## config.mk

```make
export PLATFORM = sky130hd
export DESIGN_NAME = fifo_uart_tx
export DESIGN_NICKNAME = d
export VERILOG_FILES = /design/src/rtl/fifo_uart_tx.sv
export SDC_FILE = /design/constraint.sdc
export NUM_CORES = 1
export LEC_CHECK = 0
export CORE_UTILIZATION = 35
export DETAILED_ROUTE_END_ITERATION = 8
export SLEW_MARGIN = 30
export SYNTH_ARGS = -nofsm -noshare
export SYNTH_HDL_FRONTEND = slang
export SYNTH_SLANG_ARGS = --single-unit
```

## constraint.sdc

```tcl
create_clock -name tx_clk -period 4 [get_ports tx_clk]
set_clock_uncertainty 0.2 [all_clocks]
set_input_delay 0.6 -clock tx_clk [delete_from_list [all_inputs] [get_ports tx_clk]]
set_output_delay 0.6 -clock tx_clk [all_outputs]
set_load 0.03 [all_outputs]
```

## src/rtl/fifo_uart_tx.sv

```systemverilog
// UART transmitter that drains a show-ahead FIFO read port. Each word becomes a start bit,
// LSB-first data bits, an optional parity bit and stop bits; frames run back to back.
module fifo_uart_tx #(
   parameter int unsigned DATA_WIDTH   = 8,
   parameter int unsigned CLKS_PER_BIT = 16,
   parameter int unsigned PARITY_EN    = 0,
   parameter int unsigned PARITY_ODD   = 0,
   parameter int unsigned STOP_BITS    = 1
) (
   input  logic                  tx_clk,
   input  logic                  tx_rst,
   input  logic                  tx_enable,
   input  logic [DATA_WIDTH-1:0] fifo_rdata,
   input  logic                  fifo_empty,
   output logic                  fifo_ren,
   output logic                  uart_txd,
   output logic                  tx_busy,
   output logic                  tx_done
);

   localparam int unsigned BaudW = $clog2(CLKS_PER_BIT);
   localparam int unsigned BitW  = $clog2(DATA_WIDTH + 1);

   localparam logic [BaudW-1:0] BaudMax  = BaudW'(CLKS_PER_BIT - 1);
   localparam logic [BitW-1:0]  DataLast = BitW'(DATA_WIDTH - 1);
   localparam logic [BitW-1:0]  StopLast = BitW'(STOP_BITS - 1);
   localparam logic             OddPar   = (PARITY_ODD != 0);

   typedef enum logic [2:0] {StIdle, StStart, StData, StParity, StStop} state_e;

   state_e                state_q, state_d;
   logic [BaudW-1:0]      baud_q, baud_d;
   logic [BitW-1:0]       bit_q, bit_d;
   logic [DATA_WIDTH-1:0] shift_q, shift_d;
   logic                  parity_q, parity_d;
   logic                  txd_q, txd_d;
   logic                  bit_end, last_stop, pop;

   assign bit_end   = (baud_q == BaudMax);
   assign last_stop = (state_q == StStop) && bit_end && (bit_q == StopLast);
   // Never pop during reset: the popped word would be lost when state clears.
   assign pop       = tx_enable && !fifo_empty && !tx_rst && ((state_q == StIdle) || last_stop);

   // The line is registered, so txd_d always carries the level of the bit being entered.
   always_comb begin
      state_d  = state_q;
      baud_d   = baud_q;
      bit_d    = bit_q;
      shift_d  = shift_q;
      parity_d = parity_q;
      txd_d    = txd_q;

      if (state_q != StIdle) begin
         baud_d = bit_end ? '0 : baud_q + 1'b1;
      end

      unique case (state_q)
         StIdle: begin
            txd_d = 1'b1;
         end
         StStart: begin
            if (bit_end) begin
               state_d = StData;
               bit_d   = '0;
               txd_d   = shift_q[0];
            end
         end
         StData: begin
            if (bit_end) begin
               shift_d = shift_q >> 1;
               if (bit_q == DataLast) begin
                  bit_d = '0;
                  if (PARITY_EN != 0) begin
                     state_d = StParity;
                     txd_d   = parity_q;
                  end else begin
                     state_d = StStop;
                     txd_d   = 1'b1;
                  end
               end else begin
                  bit_d = bit_q + 1'b1;
                  txd_d = shift_d[0];
               end
            end
         end
         StParity: begin
            if (bit_end) begin
               state_d = StStop;
               bit_d   = '0;
               txd_d   = 1'b1;
            end
         end
         StStop: begin
            if (bit_end) begin
               if (bit_q == StopLast) begin
                  state_d = StIdle;
                  bit_d   = '0;
                  txd_d   = 1'b1;
               end else begin
                  bit_d = bit_q + 1'b1;
               end
            end
         end
         default: begin
            state_d = StIdle;
            txd_d   = 1'b1;
         end
      endcase

      if (pop) begin
         state_d  = StStart;
         baud_d   = '0;
         bit_d    = '0;
         shift_d  = fifo_rdata;
         parity_d = (^fifo_rdata) ^ OddPar;
         txd_d    = 1'b0;
      end
   end

   always_ff @(posedge tx_clk) begin
      if (tx_rst) begin
         state_q  <= StIdle;
         baud_q   <= '0;
         bit_q    <= '0;
         shift_q  <= '0;
         parity_q <= 1'b0;
         txd_q    <= 1'b1;
      end else begin
         state_q  <= state_d;
         baud_q   <= baud_d;
         bit_q    <= bit_d;
         shift_q  <= shift_d;
         parity_q <= parity_d;
         txd_q    <= txd_d;
      end
   end

   assign fifo_ren = pop;
   assign uart_txd = txd_q;
   assign tx_busy  = (state_q != StIdle);
   assign tx_done  = last_stop;

endmodule
```

# Word-level counts from Yosys, hierarchy flattened
# Index checks and enable logic that the tools add are counted.
# classes
add_sub_neg,2
reduce_logical,21
bitwise,1
n_eq_ne,20
muxes,26
# ops
op,count
two-way mux 4 bit,6
two-way mux 8 bit,3
two-way mux 3 bit,6
!= test 3 bit (second input constant),5
one-hot mux 3 bit (5 select lines),1
AND reduction 7 bit,2
!= test 2 bit (second input constant),6
one-hot mux 4 bit (3 select lines),1
adder 4 x 1 -> 4 bit (second input constant),2
two-way mux 1 bit,8
== test 3 x 2 -> 1 bit (second input constant),2
nonzero test 3 bit,2
logical AND 1 bit,5
AND reduction 5 bit,1
== test 4 x 3 -> 1 bit (second input constant),1
== test 4 bit (second input constant),1
logical NOT 4 bit,1
!= test 2 x 1 -> 1 bit (second input constant),2
one-hot mux 1 bit (4 select lines),1
AND reduction 4 bit,1
nonzero test 2 bit,2
OR reduction 2 bit,2
== test 3 x 1 -> 1 bit (second input constant),1
== test 3 bit (second input constant),1
other kinds (6),7
# totals
regBits,20
wordCells,76
input_bits,12

# Longest topological paths before layout
# logic_depth
word_depth,7
depth_mapped,7
mapped_depth_nobuf,6

# Worst setup path after synthesis
# OpenSTA, ideal clock, no wires.
# synth_path
path_kind,input-to-output
from,in fifo_empty
to,out fifo_ren
required_time_ns,3.200
setup_slack_ns,1.345
arrival_ns,1.855
cell_stages,6
path_buffers,2
cell_sequence,nand2b_1 -> or4_1 -> buf_2 -> or2_4 -> buf_6 -> inv_1
# synth_via
elab_chain_cells,4
# synth_rtl
element,line,rtl
from (decl),14,"input logic fifo_empty,"
logical NOT 1 bit,42,assign pop = tx_enable && !fifo_empty && !tx_rst && ((state_q == StIdle) || last_stop);
logical AND 1 bit (3 in series),42,
to (decl),15,"output logic fifo_ren,"
# No other way between the ends.

# Final worst setup path
# Same ends and word-level chain as after synthesis.

==> run_results.csv <==
group,metric,value,unit
route,drt_iter0_drc,32,
grt,antenna_found_initial,0,
sta,setup_violations,0,
setup_path,arrival,2.84,ns
setup_path,crit_type,"input pin to primary output",
route,antenna_left,0,
clock_network,root_buffer,"clkbuf_4",
setup_path,r2r-end,"shift_q[1]$_SDFFE_PP0P_",
setup_path,cp_slowest_cell,"clkdlybuf4s50_1",
layout,fin_util,0.436,
logic_synthesis,synth_top_area_cell,"dfxtp_1",
sta,relSlewSlack,0.603,
grt,grt_pass1_wl,4080,um
clock_network,clock_path_buffers,2,
layout,layout.nets,158,
clock_network,insertion_delay,0.30,ns
sta,rsz0062_at_grt,"false",
logic_synthesis,synth-seq-cells,20,
grt,grt.overflow.total,0,
clock_network,cts.sinks,20,
setup_path,crit_fanout,11,
die,die_w,58.7,um
clock_network,cts_made_buffers,3,
sta,period_needed,3.64,ns
route,vias,954,
logic_synthesis,synthAdderAreaFrac,0.0334,
logic_synthesis,ys.flop_type,"dfxtp_1",
die,initial_utilization,0.368,
grt,grt_start_max_net_pins,14,
die,core_region_area,0.00305,mm2
sta,fmax,275,MHz
logic_synthesis,synth_most_common_cell,"dfxtp_1",
layout,area.growth.synth_to_final,18.4,%
die,rows,20,
setup_path,cp_common_cell,"clkdlybuf4s50_1",
logic_synthesis,synth-compound-area-share,0.195,
setup_path,crit_family,"buffers and inverters",
sta,worst_slew_pin_slew,0.595,ns
logic_synthesis,synthesis.nets,144,
logic_synthesis,synth_area_leaders,"dfxtp_1, mux2i_1, a211oi_2",
clock_network,cts.clk_slew.worst_paths,0.11,ns
worst_hold_path,hold_path.class,"register to register",
logic_synthesis,synth_cells,129,
clock_network,cts_resized,0,
flow_run,drv_cap,0,
logic_synthesis,synthXorXnorAreaFrac,0.0234,
grt,grt_use_total,0.155,
placement,post_dp_cell_area,0.00129,mm2
logic_synthesis,syn-cell-area,0.00112,mm2
clock_network,cts_setup_buffers,0,
clock_network,cts_hold_buffers,0,
power,power_density,282,mW/mm2
sta,fin_crit_sh,0.910,
setup_path,max_stage_delay,0.67,ns
clock_network,htreeDepth,1,
logic_synthesis,synth_edf_count,0,
power,ir_drop,0.157,mV
logic_synthesis,synth_cell_types,35,
logic_synthesis,async_flop_share,0,
placement,port-buffer-count,15,
layout,diodes,0,
logic_synthesis,syn_avg_cell_area,8.71,um2
route,routed_wirelength,2310,um
die,die_h,58.7,um
setup_path,r2r_slack,1.85,ns
logic_synthesis,ys_seq_area_frac,0.356,
setup_path,reg2reg_depth,5,
setup_path,path_cells,"clkdlybuf4s50_1 > nand2b_1 > or4_1 > or2_4 > inv_1 > clkdlybuf4s50_1",
worst_hold_path,min_from,"shift_q[0]$_SDFFE_PP0P_",
route,first_pass_iters,4,
setup_path,cp-start-kind,"input pin",
sta,fin_setup_tns,0,ns
die,ios,16,
logic_synthesis,synthMuxAreaShare,0.0713,
clock_network,cts_tree,"yes",
die,die-area,0.00344,mm2
layout,finish.instance_area,0.00133,mm2
sta,slew_viol_final,0,
worst_hold_path,whs_endpoint,"shift_q[0]$_SDFFE_PP0P_",
grt,grt_pass1_vias,965,
logic_synthesis,synth_top_area_frac,0.356,
setup_path,r2r_start,"baud_q[0]$_SDFFE_PP0P_",
setup_path,crit_path_end_kind,"primary output",
route,wl_per_cell,12.4,um
layout,drive_gt1_frac,0.113,
setup_path,critPathBufInv,3,
route,drc_errors,0,
setup_path,cp_data_required_time,3.20,ns
sta,hold_viol,0,
worst_hold_path,whs_path_depth,2,
route,viasPerCell,5.13,
placement,hpwl,1700,um
logic_synthesis,yosys.area_share.simple,0.259,
logic_synthesis,synth_top_family_by_area,"simple AND/OR/NAND/NOR gates",
logic_synthesis,synthTopCellsByCount,"dfxtp_1, nor3_1, a21oi_1",
status,status,"finished, final reports clean",
setup_path,critical_path_depth,6,
logic_synthesis,yosys_warnings,0,
power,leakagePower,0.504,nW
placement,gp_congestion,0.754,
==> per-layer routing <==
layer  vias up  track usage  share of wire
li1        497            -              -
met1       441        0.196           0.47
met2        12        0.263           0.49
met3         4       0.0220          0.025
met4         0       0.0714          0.014
met5         -            0              0
==> final cells by class <==
| cell class | instances | area [um2] |
|---|---|---|
| Fill cell | 324 | 1720 |
| Multi-Input combinational cell | 95 | 654 |
| Sequential cell | 20 | 400 |
| Timing Repair Buffer | 16 | 158 |
| Tap cell | 44 | 55.1 |
| Clock buffer | 4 | 36.3 |
| Inverter | 7 | 26.3 |
==> worst register-to-register path, delay by kind of cell, from the launching register on <==
kind	cells	cell delay (ns)
simple gates	2	0.77
flops	1	0.41
mux	1	0.24
compound gates	1	0.24
fa+ha+maj	1	0.23
==> through the flow <==
stage	total power, mW	setup slack (ns)	std cells	hold WS [ns]
2_1_floorplan	0.244	1.34	129	0.241
4_1_cts	0.381	0.358	186	0.282
3_5_place_dp	0.262	0.357	182	0.267
3_3_place_gp	0.263	0.425	182	0.263
6_report	0.374	0.360	186	0.278
5_1_grt	0.394	0.288	186	0.335
==> power by group <==
| group | leakage, nW | internal, mW | switching (mW) |
|---|---|---|---|
| logic | 0.320 | 0.0249 | 0.0231 |
| registers | 0.162 | 0.205 | 0.00460 |
| clock network | 0.0210 | 0.0555 | 0.0612 |
| total | 0.504 | 0.286 | 0.0889 |
==> flip-flops by register name (all words and copies together) (netlist names) <==
| signal | count |
|---|---|
| state_q | 3 |
| baud_q | 4 |
| uart_txd | 1 |
| shift_q | 8 |
| bit_q | 4 |
==> cell families (layout without fill, tap and decap cells) <==
family	after synthesis	count (layout)
AO/OA/AOI/OAI	29	29
XOR/XNOR	3	3
adder cells (fa/ha/maj)	3	3
buffers and inverters	14	27
flip-flops	20	20
multiplexers	8	8
AND/OR/NAND/NOR	52	52
==> layout by cell type, fill, tap and decap left out, drive strengths merged, types with 2 or more instances in the layout <==
master	n
a211oi	6
inv	6
ha	3
nand2	7
nand4	2
clkbuf	4
nand3	4
and3	2
a21oi	10
clkdlybuf4s50	15
dfxtp	20
mux2i	8
nor2b	2
nand3b	3
nor3b	3
nand2b	2
or3b	2
xor2	2
o21ai	4
nor3	14
nor2	7
a21o	2
o21bai	3
==> worst max path at each step <==
| stage | from | endpoint | slack, ns |
|---|---|---|---|
| global route | fifo_empty | fifo_ren | 0.29 |
| finish | fifo_empty | fifo_ren | 0.36 |
| detailed placement | fifo_empty | fifo_ren | 0.36 |
| global placement | tx_enable | fifo_ren | 0.42 |
| CTS | fifo_empty | fifo_ren | 0.36 |
| floorplan | fifo_empty | fifo_ren | 1.34 |
(Power assumes the default switching activity.)
